<file path="config.mk">
export PLATFORM = sky130hd
export DESIGN_NAME = bp_lce_cmd_deserializer
export DESIGN_NICKNAME = d
export VERILOG_FILES = /design/src/rtl/bp_lce_cmd_deserializer_pkg.sv /design/src/rtl/bp_me_flit_collector.sv /design/src/rtl/bsg_counter_clear_up.sv /design/src/rtl/bp_lce_cmd_deserializer.sv
export SDC_FILE = /design/constraint.sdc
export NUM_CORES = 1
export LEC_CHECK = 0
export ABC_AREA = 1
export BUFFER_PORTS_ARGS = -buffer_cell sky130_fd_sc_hd__buf_2
export CAP_MARGIN = 15
export CORE_AREA = 4 4 260 262
export DETAILED_ROUTE_END_ITERATION = 12
export DIE_AREA = 0 0 264 266
export PLACE_DENSITY = 0.57
export RECOVER_POWER = 25
export SYNTH_ARGS = -nofsm -noshare
export SYNTH_HDL_FRONTEND = slang
export SYNTH_SLANG_ARGS = --single-unit
</file>
<file path="constraint.sdc">
create_clock -name clk_i -period 1.95 [get_ports clk_i]
set_clock_uncertainty 0.1 [all_clocks]
set_input_delay 0.0975 -clock clk_i [delete_from_list [all_inputs] [get_ports clk_i]]
set_output_delay 0.0975 -clock clk_i [all_outputs]
set_load 0.05 [all_outputs]
</file>
<file path="src/rtl/bp_lce_cmd_deserializer_pkg.sv">
// ---------------------------------------------------------------------------
// bp_lce_cmd_deserializer_pkg
//
// Shared definitions for the LCE command deserializer:
//   - bp_lce_cmd_deser_state_e : reassembly FSM states
//   - bp_msg_size_to_flits()   : number of data flits carried by a message
//                                of a given encoded size (payload = 2^size B)
// ---------------------------------------------------------------------------
package bp_lce_cmd_deserializer_pkg;

    typedef enum logic [1:0] {
        e_header = 2'd0,
        e_data   = 2'd1,
        e_out    = 2'd2
    } bp_lce_cmd_deser_state_e;

    // Payload bits are clamped to the block width, and a payload smaller
    // than a flit still travels in exactly one flit.
    function automatic int bp_msg_size_to_flits(input logic [2:0] size,
                                                input int flit_width,
                                                input int block_width);
        int bits;
        int flits;
        bits = 8 << size;
        if (bits > block_width) begin
            bits = block_width;
        end
        flits = bits / flit_width;
        if (flits < 1) begin
            flits = 1;
        end
        return flits;
    endfunction

endpackage

</file>
<file path="src/rtl/bp_me_flit_collector.sv">
// ---------------------------------------------------------------------------
// bp_me_flit_collector
//
// Slice-indexed (shift-free) assembly register. Each write stores flit_i into
// slice [cnt*flit_width_p +: flit_width_p] and advances the write counter.
// The write that lands on last_cnt_i wraps the counter back to 0 so it never
// counts past its terminal value. Bits of the final slice beyond width_p are
// dropped.
//
// Ports:
//   clk_i        in   clock
//   reset_i      in   synchronous active-high reset (register and count to 0)
//   clear_i      in   zero the register and the count
//   write_i      in   store flit_i in the current slice
//   flit_i       in   incoming flit
//   last_cnt_i   in   index of the final slice for the current message
//   last_o       out  current slice is the final one
//   data_o       out  registered assembled value
//   data_next_o  out  value the register takes this cycle, including flit_i
// ---------------------------------------------------------------------------
module bp_me_flit_collector #(
    parameter int width_p      = 96,
    parameter int flit_width_p = 64,
    parameter int cnt_width_p  = 4
) (
    input  logic                   clk_i,
    input  logic                   reset_i,
    input  logic                   clear_i,
    input  logic                   write_i,
    input  logic [flit_width_p-1:0] flit_i,
    input  logic [cnt_width_p-1:0] last_cnt_i,
    output logic                   last_o,
    output logic [width_p-1:0]     data_o,
    output logic [width_p-1:0]     data_next_o
);

    localparam int num_flits_lp    = (width_p + flit_width_p - 1) / flit_width_p;
    localparam int padded_width_lp = num_flits_lp * flit_width_p;

    logic [width_p-1:0]         data_r;
    logic [padded_width_lp-1:0] data_n;
    logic [cnt_width_p-1:0]     cnt;

    assign last_o = (cnt == last_cnt_i);

    bsg_counter_clear_up #(
        .max_val_p  ((1 << cnt_width_p) - 1),
        .init_val_p (0)
    ) u_cnt (
        .clk_i   (clk_i),
        .reset_i (reset_i),
        .clear_i (clear_i | (write_i & last_o)),
        .up_i    (write_i & ~last_o),
        .count_o (cnt)
    );

    // Working copy is padded to whole flits so every slice write is in range.
    always_comb begin
        data_n = '0;
        data_n[width_p-1:0] = data_r;
        if (write_i) begin
            for (int i = 0; i < num_flits_lp; i++) begin
                if (cnt == cnt_width_p'(i)) begin
                    data_n[i*flit_width_p +: flit_width_p] = flit_i;
                end
            end
        end
    end

    always_ff @(posedge clk_i) begin
        if (reset_i) begin
            data_r <= '0;
        end else if (clear_i) begin
            data_r <= '0;
        end else begin
            data_r <= data_n[width_p-1:0];
        end
    end

    assign data_o      = data_r;
    assign data_next_o = data_n[width_p-1:0];

    // Padding bits above width_p are intentionally discarded.
    if (padded_width_lp > width_p) begin : g_pad
        logic unused_pad;
        assign unused_pad = ^data_n[padded_width_lp-1:width_p];
    end

endmodule

</file>
<file path="src/rtl/bsg_counter_clear_up.sv">
// ---------------------------------------------------------------------------
// bsg_counter_clear_up
//
// Up counter with synchronous clear. When clear_i and up_i are both high the
// count restarts at the value of up_i (clear first, then count).
//
// Ports:
//   clk_i    in   clock
//   reset_i  in   synchronous active-high reset (count <= init_val_p)
//   clear_i  in   restart the count
//   up_i     in   increment
//   count_o  out  current count
// ---------------------------------------------------------------------------
module bsg_counter_clear_up #(
    parameter int max_val_p  = 15,
    parameter int init_val_p = 0,
    localparam int ptr_width_lp = $clog2(max_val_p + 1)
) (
    input  logic                    clk_i,
    input  logic                    reset_i,
    input  logic                    clear_i,
    input  logic                    up_i,
    output logic [ptr_width_lp-1:0] count_o
);

    always_ff @(posedge clk_i) begin
        if (reset_i) begin
            count_o <= ptr_width_lp'(init_val_p);
        end else if (clear_i) begin
            count_o <= ptr_width_lp'(up_i);
        end else if (up_i) begin
            count_o <= count_o + ptr_width_lp'(1);
        end
    end

endmodule

</file>
<file path="src/rtl/bp_lce_cmd_deserializer.sv">
// ---------------------------------------------------------------------------
// bp_lce_cmd_deserializer
//
// Reassembles LCE command messages arriving as NoC flits (header flits, then
// optional data flits) into one {data, header} message and holds it for the
// LCE until it is consumed. One message is buffered; no new flit is accepted
// while a completed message is waiting.
//
// Ports:
//   clk_i           in   clock
//   reset_i         in   synchronous active-high reset
//   flit_i          in   incoming NoC flit
//   flit_v_i        in   flit valid
//   flit_ready_o    out  a flit can be accepted this cycle
//   lce_cmd_o       out  reassembled message, header in the LSBs
//   lce_cmd_v_o     out  reassembled message valid
//   lce_cmd_yumi_i  in   LCE consumes the message (only legal while valid)
// ---------------------------------------------------------------------------
module bp_lce_cmd_deserializer
    import bp_lce_cmd_deserializer_pkg::*;
#(
    parameter int header_width_p = 96,
    parameter int block_width_p  = 512,
    parameter int flit_width_p   = 64,
    parameter int has_data_bit_p = 0,
    parameter int size_lsb_p     = 4
) (
    input  logic                                    clk_i,
    input  logic                                    reset_i,
    input  logic [flit_width_p-1:0]                 flit_i,
    input  logic                                    flit_v_i,
    output logic                                    flit_ready_o,
    output logic [header_width_p+block_width_p-1:0] lce_cmd_o,
    output logic                                    lce_cmd_v_o,
    input  logic                                    lce_cmd_yumi_i
);

    localparam int header_flits_lp   = (header_width_p + flit_width_p - 1) / flit_width_p;
    localparam int max_data_flits_lp = block_width_p / flit_width_p;
    localparam int max_flits_lp      = (header_flits_lp > max_data_flits_lp)
                                       ? header_flits_lp : max_data_flits_lp;
    localparam int cnt_width_lp      = $clog2(max_flits_lp + 1);

    bp_lce_cmd_deser_state_e state_r, state_n;

    logic [cnt_width_lp-1:0]   data_last_r, data_last_n;
    logic                      flit_hs, msg_hs;
    logic                      hdr_write, data_write, data_clear;
    logic                      hdr_last, data_last;
    logic [header_width_p-1:0] hdr_lo, hdr_next;
    logic [block_width_p-1:0]  data_lo, data_next;
    int                        data_flits;

    assign flit_ready_o = (state_r != e_out);
    assign lce_cmd_v_o  = (state_r == e_out);
    assign flit_hs      = flit_v_i & flit_ready_o;
    assign msg_hs       = lce_cmd_v_o & lce_cmd_yumi_i;
    assign lce_cmd_o    = {data_lo, hdr_lo};

    // Data length is decoded from the header as it will look once the
    // current flit is written, so the final header flit can carry the fields.
    assign data_flits = bp_msg_size_to_flits(hdr_next[size_lsb_p +: 3],
                                             flit_width_p, block_width_p);

    bp_me_flit_collector #(
        .width_p      (header_width_p),
        .flit_width_p (flit_width_p),
        .cnt_width_p  (cnt_width_lp)
    ) u_hdr (
        .clk_i       (clk_i),
        .reset_i     (reset_i),
        .clear_i     (msg_hs),
        .write_i     (hdr_write),
        .flit_i      (flit_i),
        .last_cnt_i  (cnt_width_lp'(header_flits_lp - 1)),
        .last_o      (hdr_last),
        .data_o      (hdr_lo),
        .data_next_o (hdr_next)
    );

    bp_me_flit_collector #(
        .width_p      (block_width_p),
        .flit_width_p (flit_width_p),
        .cnt_width_p  (cnt_width_lp)
    ) u_data (
        .clk_i       (clk_i),
        .reset_i     (reset_i),
        .clear_i     (data_clear),
        .write_i     (data_write),
        .flit_i      (flit_i),
        .last_cnt_i  (data_last_r),
        .last_o      (data_last),
        .data_o      (data_lo),
        .data_next_o (data_next)
    );

    // Only the decoded fields of the next-header view matter; the data
    // collector's next view is not needed at all.
    logic unused_next;
    assign unused_next = ^{hdr_next, data_next};

    always_comb begin
        state_n     = state_r;
        data_last_n = data_last_r;
        hdr_write   = 1'b0;
        data_write  = 1'b0;
        data_clear  = 1'b0;
        case (state_r)
            e_header: begin
                if (flit_hs) begin
                    hdr_write = 1'b1;
                    if (hdr_last) begin
                        // The data register is cleared on both paths so a
                        // no-data or short message presents zero upper data.
                        data_clear = 1'b1;
                        if (hdr_next[has_data_bit_p]) begin
                            data_last_n = cnt_width_lp'(data_flits - 1);
                            state_n     = e_data;
                        end else begin
                            state_n = e_out;
                        end
                    end
                end
            end
            e_data: begin
                if (flit_hs) begin
                    data_write = 1'b1;
                    if (data_last) begin
                        state_n = e_out;
                    end
                end
            end
            e_out: begin
                if (lce_cmd_yumi_i) begin
                    state_n = e_header;
                end
            end
            default: begin
                state_n = e_header;
            end
        endcase
    end

    always_ff @(posedge clk_i) begin
        if (reset_i) begin
            state_r     <= e_header;
            data_last_r <= '0;
        end else begin
            state_r     <= state_n;
            data_last_r <= data_last_n;
        end
    end

    // The LCE must never consume a message that is not being offered.
    a_no_yumi_without_v: assert property (@(posedge clk_i) disable iff (reset_i)
        !(lce_cmd_yumi_i && !lce_cmd_v_o));

endmodule
</file>
Yosys cells after proc, flatten, opt, wreduce, memory -nomap -nowiden
Cells that the tools add are included.

Output and inout bits: 610. Flip-flop bits (word level): 622. Input port bits: 68. Logic and storage cells: 95.

Bitwise gates (word level): 11. Add/subtract/negate cells: 4. Shift-type cells: 1. Muxes and demuxes: 21. Reduce and logical (&&, ||, !) cells: 22. Order comparisons: 2. Equality and inequality tests: 17.

Operators by type and width (count): 32-bit by 1-bit adder with 32-bit output (1); 32-bit by 11-bit greater-than comparator with 1-bit output, second input constant (1); 32-bit by 2-bit less-than comparator with 1-bit output, second input constant (1); 32-bit 2-to-1 mux (1); 4-bit by 3-bit << shifter with 32-bit output, first input constant (1); 2-bit AND reduction (10); 4-bit by 3-bit equality test with 1-bit output, second input constant (4); 7-bit 2-to-1 mux (2); 2-bit 2-to-1 mux (6); 1-bit 2-to-1 mux (10); 4-bit by 1-bit adder with 4-bit output, second input constant (2); 4-bit by 1-bit equality test with 1-bit output, second input constant (2); 4-bit by 2-bit equality test with 1-bit output, second input constant (2); 4-bit logical NOT (2); 2-bit OR reduction (4); 1-bit bitwise AND (7); 2-bit by 1-bit != test with 1-bit output, second input constant (3); 2-bit != test, second input constant (3); 2-bit case mux with 3 select lines (1); 6-bit OR reduction (1); 5-bit AND reduction (1); 4-bit equality test (1); 4-bit 2-to-1 mux (1); 4-bit AND reduction (1); 7 further kinds (10).

Logic depth before layout (Yosys ltp)
Gate-level depths: netlist of the first run.

Word-level depth: 14. Mapped depth: 16. Gate-level depth less buffers: 15.

By module
A second synthesis of the first run with hierarchy kept.

Cell total of the unflattened synthesis: 4595. Area total of the unflattened synthesis: 28773.8 um^2.

By module, submodules not included: bp_me_flit_collector at u_data (instances 1, cells an instance 3915, area each 23877.9 um^2, seq. area each 10249.8 um^2); bp_me_flit_collector at u_hdr (instances 1, cells an instance 564, area each 4140.2 um^2, seq. area each 1921.8 um^2); bp_lce_cmd_deserializer (instances 1, cells an instance 66, area each 400.4 um^2, seq. area each 120.1 um^2); bsg_counter_clear_up (instances 2, cells an instance 25, area each 177.7 um^2, seq. area each 80.1 um^2).

Worst setup path before layout of the first run
OpenSTA, ideal clock, no wires.

Path type: register -> register. From: register state_r[1]. To: register state_r[0]. Required time: 1.780 ns. Slack: -0.480 ns. Arrival time: 2.260 ns. Path buffers: 0. Period minus slack after synthesis: 2.430 ns. Library setup time: 0.070 ns. Cell stages (with the launch flop): 8. Path through: dfxtp_1 > inv_1 > nor2_1 > inv_1 > or2_2 > nand3_1 > nand2_1 > a21oi_1.

Elaborated cells on any way between the ends: 18. Classes of those cells: 8 x eq/ne; 7 x mux; 1 x bitwise; 2 x reduce/logical.

RTL lines: from (decl) (RTL line bp_lce_cmd_deserializer.sv:44) `bp_lce_cmd_deser_state_e state_r, state_n;`; from (signal assigned) (RTL line bp_lce_cmd_deserializer.sv:146) `state_r <= e_header;`; from (signal assigned) (RTL line bp_lce_cmd_deserializer.sv:149) `state_r <= state_n;`; 2-bit equality test *; net lce_cmd_v_o (RTL line bp_lce_cmd_deserializer.sv:34) `output logic lce_cmd_v_o,`; 2-bit by 1-bit != test with 1-bit output (no line); 5-bit AND reduction (no line).

Mark *: on every way through the listed nets, which the timed path passes. The rest lies on a longest branch. The select of a mux whose other input is x is not followed. A chain may end at the register's enable or synchronous reset.

Worst setup path in the final report of the first run
From: register state_r[1]. To: register u_data.data_r[221], in the netlist u_data.data_o[221].

Cells in the longest elaborated chain, start to end: 5. Elaborated cells on any way between the ends: 10. Classes of those cells: 2 x eq/ne; 4 x mux; 1 x bitwise; 3 x reduce/logical.

RTL lines: 2-bit != test (RTL line bp_lce_cmd_deserializer.sv:54) `assign flit_ready_o = (state_r != e_out);`; 1-bit bitwise AND (RTL line bp_lce_cmd_deserializer.sv:56) `assign flit_hs = flit_v_i & flit_ready_o;`; 1-bit 2-to-1 mux, on equally long branches (RTL line bp_lce_cmd_deserializer.sv:126, bp_lce_cmd_deserializer.sv:110); 1-bit 2-to-1 mux (RTL line bp_lce_cmd_deserializer.sv:108) `case (state_r)`; 2-bit AND reduction (no line) or 2-bit OR reduction (tied branches); to (signal assigned) (RTL line bp_me_flit_collector.sv:76) `data_r <= data_n[width_p-1:0];`; to (decl) (RTL line bp_me_flit_collector.sv:40) `logic [width_p-1:0] data_r;`.

Several ways; a longest one is shown, not always the timed one.

==> flow_summary_export.csv, run 1 <==
group,metric,value,unit
detailed_routing,postRouteWirelength,89.5,mm
detailed_routing,wl_per_cell,20.4,um
placed_design,place_hpwl,59.5,mm
timing,timing.hold.ws,0.275,ns
timing,layout_min_cycle_time,1.87,ns
run,drv_cap,0,
placed_design,dp_cells,4196,
pwr,pwr-share-seq,45.5,%
timing,report.final.setup_viol,0,
timing,hold_viol_final,0,
timing,slew_viol_final,0,
logic_synthesis,synth_mux_area_share,0,%
cts,cts_max_level,3,
global_routing,grt_usage,24.0,%
setup_path,slowest_stage,"dfxtp_1",
global_routing,grt_max_degree,61,
logic_synthesis,ys_warn_count,0,
logic_synthesis,synth_compound_area_share,14.6,%
cts,cts_buffer_depth,3,
floorplanning,die_w,264,um
logic_synthesis,ys_async_sr_fraction,0,%
placed_design,numPortBuffers,677,
pwr,powerDensity,990,nW/um2
logic_synthesis,synth-main-ff-cell,"dfxtp_1",
global_routing,grt_first_pass_wirelength,131,mm
logic_synthesis,netlist_area,22100,um2
logic_synthesis,synth-xor-area-share,0.158,%
logic_synthesis,synth-seq-area-share,56.3,%
detailed_routing,avgViaCountPerCell,4.84,
pwr,power.total,28.8,mW
pwr,p_leak,13.8,nW
global_routing,grt_overflow_total,0,
cts,cts_buffers,67,
logic_synthesis,synth-seq-cells,622,
pwr,cellInternalPower,21.0,mW
floorplanning,initial_utilization,33.8,%
logic_synthesis,synth_area_per_cell,7.84,um2
finish,stdcell_count,4387,
logic_synthesis,yosys.area_share.simple,22.1,%
logic_synthesis,ys_types,29,
setup_path,worstSetupPathType,"register to register",
setup_path,cp_num_buf_inv,4,
global_routing,antenna_found_initial,1,
floorplanning,core,65400,um2
finish,layout-drive-gt1-share,17.3,%
setup_path,crit_required,2.33,ns
pwr,p_comb_share,10.3,%
setup_path,cp-end-kind,"register",
cts,insertion_delay,0.60,ns
finish,syn2layout_area_growth,31.6,%
finish,nets,3550,
run_status,status,"finished, final reports clean",
cts,clk_pin_slew,0.06,ns
placed_design,globalplace.congestion,0.828,
detailed_routing,num_vias,21200,
setup_path,crit_path_frequent_cell,"nor2_1",
detailed_routing,antenna_left,0,
cts,root_buffer,"clkbuf_16",
detailed_routing,drtIter0Drc,1843,
finish,final_util,44.5,%
pwr,net-switching-power,7.83,mW
logic_synthesis,syn_nets,2899,
logic_synthesis,synth_top_family_by_area,"simple AND/OR/NAND/NOR gates",
worst_hold_path,hp-class,"input pin to register",
cts,cts_tree,"built",
floorplanning,placementRows,94,
timing,max_slew.worst_pin.slew,0.752,ns
detailed_routing,drc,0,
setup_path,path_cells,"buf_4 -> nor2_4 -> nand2_8 -> nor3_4 -> buf_6 -> inv_2 -> buf_12 -> nor2_1 -> nor2_1",
pwr,vdd_drop_max,0.656,mV
global_routing,grt_pass1_vias,19900,
pwr,switching_share,27.2,%
floorplanning,die_area,70200,um2
floorplanning,ios,678,
logic_synthesis,synth_fa_ha_area_share,0.452,%
setup_path,startpoint_type,"register",
timing,post-route-worst-setup-slack,0.0792,ns
timing,fmax,0.535,GHz
detailed_routing,first_pass_iters,5,
pwr,clockPowerShare,44.2,%
logic_synthesis,synth_edf_count,0,
floorplanning,die_y,266,um
setup_path,critPathMaxStageDelay,0.32,ns
timing,fin_crit_sh,95.9,%
setup_path,arrival,2.25,ns
logic_synthesis,synth_cells,2823,
timing,slew_headroom,50.1,%
timing,rsz0062_at_grt,"yes",
cts,clock-sinks,622,
placed_design,dp_slack,0.0806,ns
setup_path,path_delay_family,"simple AND/OR/NAND/NOR gates",
setup_path,cp_max_fo,30,
==> metrics by stage <==
| stage | area, um2 | setup TNS [ns] |
|---|---|---|
| 4_1_cts | 29400 | 0 |
| 3_5_place_dp | 26500 | 0 |
| 6_report | 29100 | 0 |
| 2_1_floorplan | 22100 | 0 |
| 3_3_place_gp | 26500 | 0 |
| 5_1_grt | 29100 | -0.195 |
==> worst min-delay path, stage by stage <==
cell and delay [ns]:
dlygate4sd3_1 0.54, buf_2 0.12, or2_2 0.11, a21oi_1 0.06
==> power by group through the flow <==
stage / sequential (mW) / combinational [mW] / clock, mW
4_1_cts: 13.1 / 2.97 / 13.0
5_1_grt: 13.1 / 3.14 / 13.6
3_3_place_gp: 13.4 / 2.86 / 0
3_5_place_dp: 13.4 / 2.85 / 0
6_report: 13.1 / 2.97 / 12.8
2_1_floorplan: 14.3 / 0.950 / 0
==> cells by family after synthesis <==
kind of cell,count (synthesis)
fa+ha+maj,8
xor+xnor,4
buf+inv,295
flops,622
compound gates,642
simple gates,1252
==> state kept, by name, indices dropped and copies added, names as in the netlist <==
signal,flops
u_hdr.data_o,96
data_last_r,4
u_data.u_cnt.count_o,4
u_hdr.u_cnt.count_o,4
state_r,2
u_data.data_o,512
==> synthesized netlist by cell type (2+ instances only) <==
master,n,area [um2]
nor3_1,2,10.0
nor3_4,8,130
o21ai_1,323,1620
buf_2,50,250
nand3_1,11,55.1
nand2_4,3,33.8
nor2_1,1184,4440
dfxtp_1,622,12500
or2_2,2,12.5
nand2_1,33,124
buf_6,26,293
inv_2,12,45.0
buf_1,61,229
clkbuf_1,100,375
ha_1,8,100
buf_4,15,113
nor2_8,2,40.0
xor2_1,4,35.0
o21ai_0,289,1450
inv_1,28,105
nor2_2,2,12.5
a21oi_1,29,145
clkinv_1,3,11.3
==> metal layers <==
metal  vias up  track usage, %  routed length (um)
met4         0            9.15                3310
met5         -               0                   0
met3       175            4.92                6290
li1      10300               -                   -
met2       838            39.3               41700
met1      9907            31.5               38200
==> final timing paths <==
path	from	to	slack (ns)	cells past startpoint
setup / recovery	state_r[1]$_SDFFE_PP0P_	u_data.data_o[221]$_SDFFE_PP0P_	0.08	9
hold / removal	lce_cmd_yumi_i	state_r[1]$_SDFFE_PP0P_	0.27	4
setup reg to reg	state_r[1]$_SDFFE_PP0P_	u_data.data_o[221]$_SDFFE_PP0P_	0.08	9
hold reg to reg	data_last_r[3]$_SDFFE_PP0P_	data_last_r[3]$_SDFFE_PP0P_	0.37	2
==> final cells by class <==
class,instances,area (um2)
Fill cell,6748,36300
Sequential cell,622,12500
Multi-Input combinational cell,1906,8310
Timing Repair Buffer,834,4920
Clock buffer,91,1900
Tap cell,864,1080
Clock inverter,26,292
Inverter,43,163
Antenna cell,1,2.50
==> cells in the final DEF (no fill, tap or decap), types with 3 or more instances in the layout <==
cell type	synthesis	routed
nand2_1	33	29
o21ai_0	289	289
nor2_1	1184	1181
inv_16	0	3
inv_1	28	27
buf_6	26	4
inv_2	12	12
dfxtp_1	622	620
nor3_4	8	8
nand2_4	3	3
nand3_1	11	11
buf_12	0	41
dlygate4sd3_1	0	68
clkinv_2	0	15
nor2_4	1	4
clkbuf_8	0	11
clkinv_1	3	3
buf_4	15	41
a21oi_1	29	29
nand2_2	1	4
o21ai_1	323	323
clkbuf_1	100	315
bufinv_16	0	3
ha_1	8	7
xor2_1	4	4
clkbuf_16	0	68
buf_2	50	375
==> timing repair <==
item / CTS / global route
setup buffers: 0 / 6
gates resized for setup: 0 / 17
setup endpoints to repair: 0 / 157
hold buffers: 68 / 0
endpoints found under the hold margin: 618 / 0
No activity file was read; power rests on OpenSTA's default activity.
==> run 2, diff against run 1 <==
--- a/config.mk
+++ b/config.mk
@@ -5,12 +5,11 @@
 export SDC_FILE = /design/constraint.sdc
 export NUM_CORES = 1
 export LEC_CHECK = 0
-export ABC_AREA = 1
 export BUFFER_PORTS_ARGS = -buffer_cell sky130_fd_sc_hd__buf_2
 export CAP_MARGIN = 15
-export CORE_AREA = 4 4 260 262
+export CORE_AREA = 4 4 261 263
 export DETAILED_ROUTE_END_ITERATION = 12
-export DIE_AREA = 0 0 264 266
+export DIE_AREA = 0 0 265 267
 export PLACE_DENSITY = 0.57
 export RECOVER_POWER = 25
 export SYNTH_ARGS = -nofsm -noshare
==> flow_summary_export.csv, run 2 <==
group,metric,value,unit
setup_path,reg2regPathDepth,11,
detailed_routing,antenna_left,0,
timing,rsz0062_at_grt,"yes",
detailed_routing,wl_per_cell,20.6,um
worst_hold_path,min_path_cells,3,
finish,layout-drive-gt1-share,24.0,%
detailed_routing,drtIter0Drc,1742,
logic_synthesis,yosysMostFrequentCell,"nand2_1",
run_status,violations,"negative hold slack, negative setup slack",
setup_path,r2r_start,"u_hdr.u_cnt.count_o[0]$_SDFFE_PP0P_",
placed_design,numPortBuffers,677,
worst_hold_path,hold_path_end,"u_hdr.data_o[70]$_SDFFE_PP0P_",
pwr,switching_share,25.9,%
finish,final_util,46.5,%
setup_path,startpoint_type,"register",
run,drv_cap,0,
floorplanning,die_area,70800,um2
setup_path,rr_endpoint,"data_last_r[2]$_SDFFE_PP0P_",
timing,fin_crit_sh,105,%
logic_synthesis,synth_area_per_cell,7.91,um2
setup_path,worstSetupPathType,"register to register",
timing,max_slew.worst_pin.slew,0.707,ns
logic_synthesis,yosys.area.top_type_share,55.9,%
floorplanning,core,65600,um2
worst_hold_path,hp-class,"input pin to register",
placed_design,place_hpwl,60.8,mm
timing,fmax,0.486,GHz
pwr,vdd_drop_max,0.541,mV
logic_synthesis,synth_cells,2820,
pwr,clockPowerShare,44.9,%
floorplanning,die_y,267,um
setup_path,arrival,2.42,ns
cts,cts_buffers,69,
pwr,cellInternalPower,21.2,mW
floorplanning,ios,678,
cts,cts_max_level,3,
logic_synthesis,ys_types,47,
detailed_routing,avgViaCountPerCell,4.89,
logic_synthesis,synth_top_area_cell,"dfxtp_1",
timing,report.final.setup_viol,116,
cts,cts_tree,"built",
global_routing,grt_max_degree,63,
global_routing,grt_pass1_vias,20200,
logic_synthesis,netlist_area,22300,um2
timing,slew_viol_final,0,
placed_design,globalplace.congestion,0.801,
logic_synthesis,synth-seq-area-share,55.9,%
setup_path,crit_path_start,"u_hdr.u_cnt.count_o[0]$_SDFFE_PP0P_",
logic_synthesis,syn_nets,2896,
detailed_routing,postRouteWirelength,91.0,mm
timing,timing.hold.ws,-0.258,ns
logic_synthesis,yosys-top-cells-area,"dfxtp_1, nand2_1, a21oi_1, buf_2, buf_6",
global_routing,grt_usage,24.3,%
detailed_routing,num_vias,21700,
pwr,pwr-share-seq,45.4,%
finish,mostFrequentLayoutCells,"nand2_1, dfxtp_1, a21oi_1",
pwr,p_comb_share,9.8,%
logic_synthesis,synthTopCellsByCount,"nand2_1, dfxtp_1, a21oi_1",
finish,syn2layout_area_growth,36.8,%
detailed_routing,drc,0,
timing,post-route-worst-setup-slack,-0.107,ns
logic_synthesis,ys_warn_count,0,
floorplanning,die_w,265,um
floorplanning,placementRows,94,
cts,cts_buffer_depth,3,
placed_design,dp_slack,-0.153,ns
pwr,net-switching-power,7.39,mW
logic_synthesis,synth-main-ff-cell,"dfxtp_1",
timing,hold_viol_final,3,
global_routing,grt_first_pass_wirelength,132,mm
pwr,p_leak,11.9,nW
pwr,powerDensity,937,nW/um2
logic_synthesis,ys_async_sr_fraction,0,%
cts,clock-sinks,622,
finish,diodes,0,
cts,cts_hold_buf,67,
cts,clk_pin_slew,0.06,ns
logic_synthesis,synth_edf_count,0,
setup_path,regToRegSetupSlack,-0.11,ns
logic_synthesis,synth-seq-cells,622,
detailed_routing,first_pass_iters,5,
run_status,status,"finished with violations",
worst_hold_path,hold_start,"flit_i[6]",
global_routing,grt_overflow_total,0,
setup_path,crit_required,2.32,ns
finish,nets,3593,
cts,root_buffer,"clkbuf_16",
finish,final_common_cell,"nand2_1",
global_routing,antenna_found_initial,1,
finish,largest_reg_flops,512,
cts,insertion_delay,0.58,ns
timing,slew_headroom,53.1,%
timing,layout_min_cycle_time,2.06,ns
setup_path,cp-end-kind,"register",
setup_path,cp_max_fo,3,
floorplanning,initial_utilization,34.0,%
run 2: changes by cell type after synthesis, sizes merged, moves of 7 or more:
cell,previous run,this run
inv,40,12
nand3b,0,7
buf,152,164
nor2,1189,6
a21oi,29,612
o21ai,613,5
nand2,37,1220
run 2: critical path: stages, from the launching register on:
cell and delay, ns:
dfxtp_2 0.33, inv_2 0.06, ha_4 0.12, or3b_4 0.38
nor2_4 0.12, buf_4 0.13, nand2_1 0.06, nand2_1 0.07
ha_2 0.17, inv_2 0.03, a21o_1 0.15, a32o_1 0.21
run 2: final cells by class:
cell class,count,area (um2)
Sequential cell,622,12500
Clock buffer,94,1960
Clock inverter,24,240
Fill cell,6675,35100
Multi-Input combinational cell,1922,8790
Timing Repair Buffer,890,5920
Tap cell,864,1080
Inverter,12,48.8
run 2: timing repair:
item | CTS | global route
endpoints found under the hold margin | 618 | 3
pin swaps | 3 | 3
cloned | 3 | 3
buffers inserted | 18 | 4
setup endpoints to repair | 593 | 546
gates resized for setup | 20 | 7
run 2: cells by family after synthesis:
logic type               share of synthesized area [%]
AND/OR/NAND/NOR                                   22.3
AO/OA/AOI/OAI                                     14.4
flip-flops                                        55.9
buffers and inverters                             6.68
adder cells (fa/ha/maj)                          0.449
XOR/XNOR                                         0.236
multiplexers                                    0.0449
run 2: routing by layer:
metal  global-route usage, %  part of all wire [%]
met1                    29.6                    39
met2                    41.3                    49
met3                    5.83                   8.3
met4                    9.78                   3.7
met5                       0                0.0088
run 2: power by group through the flow:
stage / Combinational, mW / Clock [mW] / Sequential [mW]
after floorplan: 1.11 / 0 / 13.8
after global placement: 2.48 / 0 / 13.2
after detailed placement: 2.48 / 0 / 13.2
after CTS: 2.75 / 13.0 / 13.0
after global routing: 2.94 / 13.6 / 13.0
final: 2.79 / 12.8 / 13.0
run 2: worst max path at each step:
stage                                                end  slack (ns)
final                        data_last_r[2]$_SDFFE_PP0P_       -0.11
after global routing         data_last_r[2]$_SDFFE_PP0P_       -0.20
after CTS                    data_last_r[2]$_SDFFE_PP0P_       -0.11
after detailed placement  u_data.data_o[34]$_SDFFE_PP0P_       -0.15
after global placement       data_last_r[2]$_SDFFE_PP0P_       -0.12
after floorplan              data_last_r[2]$_SDFFE_PP0P_       -0.17
run 2: metrics by stage:
step / hold WS, ns / total power, mW / std cells / area, um2 / setup TNS, ns
floorplan: 0.194 / 14.9 / 2820 / 22700 / -8.82
global placement: 0.306 / 15.7 / 4215 / 27300 / -28.30
detailed placement: 0.304 / 15.7 / 4215 / 27300 / -41.68
CTS: -0.324 / 28.8 / 4421 / 30600 / -7.87
global route: -0.253 / 29.5 / 4428 / 30500 / -31.04
finish: -0.258 / 28.6 / 4428 / 30500 / -3.78
